File: config.mk
export PLATFORM = sky130hd
export DESIGN_NAME = regfile_write_arbiter
export DESIGN_NICKNAME = d
export VERILOG_FILES = /design/src/rtl/regfile_write_arbiter.sv
export SDC_FILE = /design/constraint.sdc
export NUM_CORES = 1
export LEC_CHECK = 0
export CAP_MARGIN = 15
export CORE_UTILIZATION = 40
export CTS_CLUSTER_SIZE = 24
export DETAILED_ROUTE_END_ITERATION = 8
export PLACE_DENSITY = 0.77
export SYNTH_ARGS = -nofsm -noshare
export SYNTH_HDL_FRONTEND = slang
export SYNTH_SLANG_ARGS = --single-unit
File: constraint.sdc
create_clock -name clk -period 1.7 [get_ports clk]
set_input_delay 0.34 -clock clk [delete_from_list [all_inputs] [get_ports clk]]
set_output_delay 0.34 -clock clk [all_outputs]
set_load 0.005 [all_outputs]
File: src/rtl/regfile_write_arbiter.sv
// Write-port controller for the 16x16 register file: round-robin sharing of the
// single write path between ALU and load writeback, plus a 16-cycle clear walk.
module regfile_write_arbiter #(
  parameter int          WIDTH        = 16,
  parameter logic [15:0] PROTECT_MASK = 16'h0000
) (
  input  logic             clk,
  input  logic             reset,
  input  logic             alu_req,
  input  logic [3:0]       alu_reg,
  input  logic [WIDTH-1:0] alu_data,
  output logic             alu_gnt,
  input  logic             mem_req,
  input  logic [3:0]       mem_reg,
  input  logic [WIDTH-1:0] mem_data,
  output logic             mem_gnt,
  input  logic             clear_req,
  output logic             busy,
  output logic [WIDTH-1:0] ALUBus,
  output logic [15:0]      regEnable
);

  typedef enum logic {ARB, CLEAR} state_t;

  state_t           r_state, w_state_nxt;
  logic [3:0]       r_idx, w_idx_nxt;
  logic             r_last, w_last_nxt;
  logic             r_busy;
  logic [WIDTH-1:0] r_bus, w_bus_nxt;
  logic [15:0]      r_en, w_en_nxt;
  logic             w_alu_win, w_mem_win, w_arb_ok;

  // r_last: 0 = ALU won most recently, 1 = MEM; the other side wins a tie.
  always_comb begin
    w_alu_win = alu_req && (!mem_req || r_last);
    w_mem_win = mem_req && (!alu_req || !r_last);
    w_arb_ok  = (r_state == ARB) && !clear_req && !reset;
    alu_gnt   = w_arb_ok && w_alu_win;
    mem_gnt   = w_arb_ok && w_mem_win;
  end

  // The entry edge already issues r0, so r_idx holds the next index to issue;
  // it wraps to 0 after r15, and that marks the final CLEAR cycle.
  always_comb begin
    w_state_nxt = r_state;
    w_idx_nxt   = r_idx;
    w_last_nxt  = r_last;
    w_bus_nxt   = r_bus;
    w_en_nxt    = '0;
    case (r_state)
      ARB: begin
        if (clear_req) begin
          w_state_nxt = CLEAR;
          w_idx_nxt   = 4'd1;
          w_bus_nxt   = '0;
          w_en_nxt    = 16'h0001;
        end else if (w_alu_win) begin
          w_bus_nxt  = alu_data;
          w_en_nxt   = (16'h0001 << alu_reg) & ~PROTECT_MASK;
          w_last_nxt = 1'b0;
        end else if (w_mem_win) begin
          w_bus_nxt  = mem_data;
          w_en_nxt   = (16'h0001 << mem_reg) & ~PROTECT_MASK;
          w_last_nxt = 1'b1;
        end
      end
      CLEAR: begin
        if (r_idx == 4'd0) begin
          w_state_nxt = ARB;
        end else begin
          w_bus_nxt = '0;
          w_en_nxt  = 16'h0001 << r_idx;
          w_idx_nxt = r_idx + 4'd1;
        end
      end
      default: w_state_nxt = ARB;
    endcase
  end

  always_ff @(posedge clk or posedge reset) begin
    if (reset) begin
      r_state <= ARB;
      r_idx   <= 4'd0;
      r_last  <= 1'b1;
      r_busy  <= 1'b0;
      r_bus   <= '0;
      r_en    <= '0;
    end else begin
      r_state <= w_state_nxt;
      r_idx   <= w_idx_nxt;
      r_last  <= w_last_nxt;
      r_busy  <= (w_state_nxt == CLEAR);
      r_bus   <= w_bus_nxt;
      r_en    <= w_en_nxt;
    end
  end

  assign busy      = r_busy;
  assign ALUBus    = r_bus;
  assign regEnable = r_en;

endmodule

======== Word-level counts from Yosys, hierarchy flattened ========
Cells that the tools add are included.
operators by class
  add/sub/neg operators ................... 1
  equal/unequal tests ..................... 3
  shifts and indexed selects .............. 3
  mux-type cells .......................... 18
  bitwise gates (word level) .............. 2
  reduce and logical (&&, ||, !) cells .... 18
operators with widths
  kind                    count
  $mux W16                8
  $pmux W16 S2            2
  $shl A1 B4 Y16 const A  3
  $mux W4                 2
  $pmux W4 S2             1
  $logic_and A1 B1 Y1     6
  $logic_not A1 Y1        5
  $add A4 B1 Y4 const B   1
  $logic_not A4 Y1        1
  $mux W1                 4
  $ne A2 B2 Y1 const B    2
  $ne A4 B4 Y1 const B    1
  $reduce_and A2 Y1       2
  $reduce_and A3 Y1       1
  $logic_or A1 B1 Y1      2
  $not A1 Y1              2
  $pmux W1 S2             1
  $reduce_bool A2 Y1      1
storage, ports and cells
  bits in registers ....................... 38
  input port bits ......................... 45
  logic and storage cells ................. 50

======== Depth between registers and ports, before layout ========
  depth in word-level cells ............... 7
  depth in mapped cells ................... 8

======== Worst setup path after synthesis ========
OpenSTA, ideal clock, no wires.
  path type ............................... reg-to-reg
  start point ............................. register r_idx[0]
  end point ............................... register r_idx[1]
  library setup time ...................... 0.127 ns
  arrival time ............................ 1.493 ns
  required time ........................... 1.573 ns
  slack ................................... 0.081 ns
  cell stages (with the launch flop) ...... 7
  path buffers ............................ 0
  period minus slack after synthesis ...... 1.619 ns
  cell sequence ........................... dfrtp_1 inv_1 ha_1 nor3b_1 mux2_2 nand2_1 o21ai_0
on the way
  longest elaborated chain between the ends .. 3
  elaborated cells between the ends (all ways) .. 6
  classes of those cells .................. add/sub: 1; eq/ne: 1; mux: 2; reduce/logical: 2
ends and longest elaborated chain
  element                                                   RTL line  text
  start, declared                                           26        logic [3:0] r_idx, w_idx_nxt;
  start signal, assigned                                    90        r_idx <= w_idx_nxt;
  $add A4 B1 Y4 / $logic_not A4 Y1 (equally long branches)  73, 68
  $mux W4 / $ne A2 B2 Y1 (equally long branches)            --
  $pmux W4 S2 / $reduce_and A2 Y1 (equally long branches)   --
Parallel ways exist; a longest one is shown, timed or not. The select of a mux whose other input is x is not followed.
A chain may end at the register's enable or synchronous reset.

==> out/results.tsv <==
stage	metric	value	unit
run_status	outcome	completed	
global_route	largest net degree at the start of global routing	27	
cts	# H-tree levels	2	
global_route	Total GRT Usage	21.7	%
synthesis	Synth Area per Inst	10.3	µm²
floorplan	# IOs	80	
layout	final core occ	68.7	%
pwr	leakage	1.53	nW
worst_setup_path	RR Startpoint	busy	
routing	Antenna Nets Post-Route	0	
worst_setup_path	Worst EP arrival	1320	ps
cts	Reg clk slew, reported paths	70	ps
floorplan	CORE AREA	4850	µm²
floorplan	die width	73.9	µm
layout	Final nets	364	
routing	DR iter-0 viols	90	
place	GP Congestion	0.905	
routing	total detailed-routing wirelength	5.71	mm
synthesis	Synth Instances	200	
place	DP HPWL	4.45	mm
worst_setup_path	CP max stage delay	410	ps
worst_hold_path	Worst Hold Class	in2async	
global_route	vias in the first global route	1912	
global_route	first-pass GRT wire length	8.89	mm
worst_setup_path	top fanout value on the critical path	3	
worst_setup_path	CP cell instances	or3b_4 > nor3_2 > buf_2	
floorplan	row cnt	25	
place	placed inst area	3190	µm²
timing	relative slew slack	73.0	%
synthesis	#FFs+latches synth	38	
worst_setup_path	Top Family by Delay on Critical Path	simple AND/OR/NAND/NOR gates	
layout	Area growth syn-to-layout	61.1	%
worst_setup_path	Buf+Inv Stages, Crit Path	1	
timing	crit path time final	1660	ps
synthesis	sequential cell area fraction in the yosys report	46.1	%
floorplan	Die Y	73.9	µm
timing	Tcrit/Tclk final	97.5	%
synthesis	Post-Syn Nets	251	
floorplan	die outline area	5460	µm²
routing	vias	1982	
cts	Clock Tree Buf Depth	2	
cts	Worst-Skew Late Latency	280	ps
cts	clk root buf	clkbuf_8	
worst_setup_path	CP max-delay cell	dfrtp_1	
pwr	Peak supply drop	0.749	mV
place	# placed instances	372	
layout	Final Non-Filler Cells	381	
cts	Clock Sinks	38	
timing	WHS	469	ps
timing	Finish-stage setup viols	0	
layout	ant diodes	0	
timing	Least-Margin Pin Slew	405	ps
synthesis	Syn Std Cell Area	2070	µm²
worst_setup_path	CP Class	reg2out	
timing	RSZ-0062 raised after global routing	yes	
cts	CTS tree	yes	
routing	Wirelength per Cell	15.0	µm
routing	Vias/cell	5.20	
timing	Final Hold Vio Count	0	
job	max_cap viols	0	
layout	share of post-route cells with drive strength above 1	18.8	%
routing	DR pass1 iterations	4	
floorplan	initial core utilization	42.6	%
timing	final slew viol count	0	
synthesis	Unique masters post-synth	41	
timing	fmax	0.603	GHz
pwr	Cell Pwr Density	1130	nW/µm²
cts	TritonCTS Buffers	5	
worst_setup_path	worst reg2reg path depth	5	
global_route	total gr overflow	0	
layout	Finished Cell Area	3330	µm²
worst_setup_path	Crit. End Element	output port	
worst_setup_path	r2r setup slk	60	ps
global_route	initial antenna violation count	0	
synthesis	yosys warns	0	
timing	clock skew	4.19	ps
worst_setup_path	Crit path required time	1360	ps
worst_setup_path	worst r2r dst	regEnable[8]	
routing	DRC Markers	0	
place	PortBufs	79	
worst_setup_path	Worst setup SP type	flip-flop	
## layout by cell type (no fill, tap or decap), drive strengths merged, types with 7 or more instances in the layout
cell type	synthesis	layout
nor2b	8	8
nand2	27	27
clkdlybuf4s50	0	74
nor3	9	9
nand3	8	8
o2bb2ai	16	16
inv	9	9
clkbuf	1	7
mux2i	16	16
buf	9	39
dfrtp	37	37
## how the worst max path moves through the flow
stage              from       end  slack (ps)  cells after the start
2_1_floorplan  r_idx[0]  r_idx[1]          80                      6
3_3_place_gp    alu_req   alu_gnt        -510                      4
3_5_place_dp    alu_req   alu_gnt        -520                      4
4_1_cts         mem_req   mem_gnt          10                      4
5_1_grt            busy   alu_gnt         -20                      3
6_report           busy   alu_gnt          40                      3
## routing by layer
metal	global-route usage (%)	part of all wire, %	vias up
met3	3.70	5.1	9
met2	37.0	51	64
met1	28.0	42	945
met5	0	0	-
met4	6.84	1.2	0
li1	-	-	964
## logic make-up after synthesis
group / share of synthesized area, %
muxes: 8.29
DFF: 46.1
adders and majority gates: 3.63
AOI/OAI and AO/OA: 16.8
and+or+nand+nor: 20.5
xor gates and xnor gates: 0.424
buffers and inverters: 4.30
## state kept, by name (all words and copies together) (netlist names)
register and cells:
ALUBus 16, busy 1, r_last 1, r_idx 4, regEnable 16
## layout make-up
cell class / instances / area (µm²)
inverters: 9 / 33.8
repair buffers: 116 / 1100
multi-input cells: 143 / 1050
well taps: 67 / 83.8
clock inverters: 1 / 30.0
clock buffers: 7 / 76.3
flip-flops and latches: 38 / 952
fillers: 386 / 1520
## what timing repair did
item                       CTS  global route
setup buffers                0             1
hold buffers                 0             0
setup endpoints to repair    6             8
gates resized for setup     13             5
cloned                       0             0
pin swaps                    1             0
## worst reg2reg max path: stages, from the launching register on
cell and delay (ps):
dfrtp_1 410, or3b_4 390, buf_4 180, nor4b_4 350, a22oi_1 160, nand2_1 90
## per-stage QoR
stage / worst slack (ps) / setup TNS [ps] / total power, mW
final: 42.4 / 0 / 3.77
after global routing: -15.1 / -15.1 / 4.02
after CTS: 11.5 / 0 / 3.76
after detailed placement: -521 / -9040 / 3.00
after global placement: -512 / -8000 / 2.94
after floorplan: 80.7 / 0 / 2.11
## report_power, final
part | internal (mW) | switching (mW) | leakage (nW) | total [mW]
registers | 1.11 | 0.145 | 0.510 | 1.26
logic | 0.944 | 0.833 | 0.972 | 1.78
clock network | 0.439 | 0.296 | 0.0524 | 0.734
total | 2.50 | 1.27 | 1.53 | 3.77
## synth_stat cells
cell type	count	area, µm²
or2_1	2	12.5
o21ai_0	4	20.0
xnor2_1	1	8.76
nand2_1	27	101
a211oi_1	1	7.51
o22ai_1	1	6.26
a32oi_1	5	43.8
dfrtp_1	37	926
o2bb2ai_1	16	140
nand2b_1	2	12.5
a2bb2oi_1	1	8.76
clkbuf_1	1	3.75
and2_1	1	6.26
o311ai_0	1	8.76
nor2b_1	8	50.1
nor4_2	1	12.5
or3_1	1	6.26
mux2i_1	16	160
a21bo_2	1	10.0
ha_1	6	75.1
buf_2	8	40.0
a22oi_1	6	45.0
o31ai_1	1	7.51
buf_6	1	11.3
nand4_1	5	31.3
nor3_2	1	10.0
nor2_1	6	22.5
nor3b_1	1	7.51
or3b_1	1	8.76
nor4b_4	2	47.6
a41oi_1	1	8.76
inv_1	9	33.8
nor3_1	8	40.0
a21oi_1	3	15.0
and4_1	1	8.76
and3_1	1	6.26
a221o_1	1	10.0
nand3_1	8	40.0
mux2_2	1	11.3
dfstp_2	1	26.3
a2111oi_2	1	15.0
(Power assumes the default switching activity.)
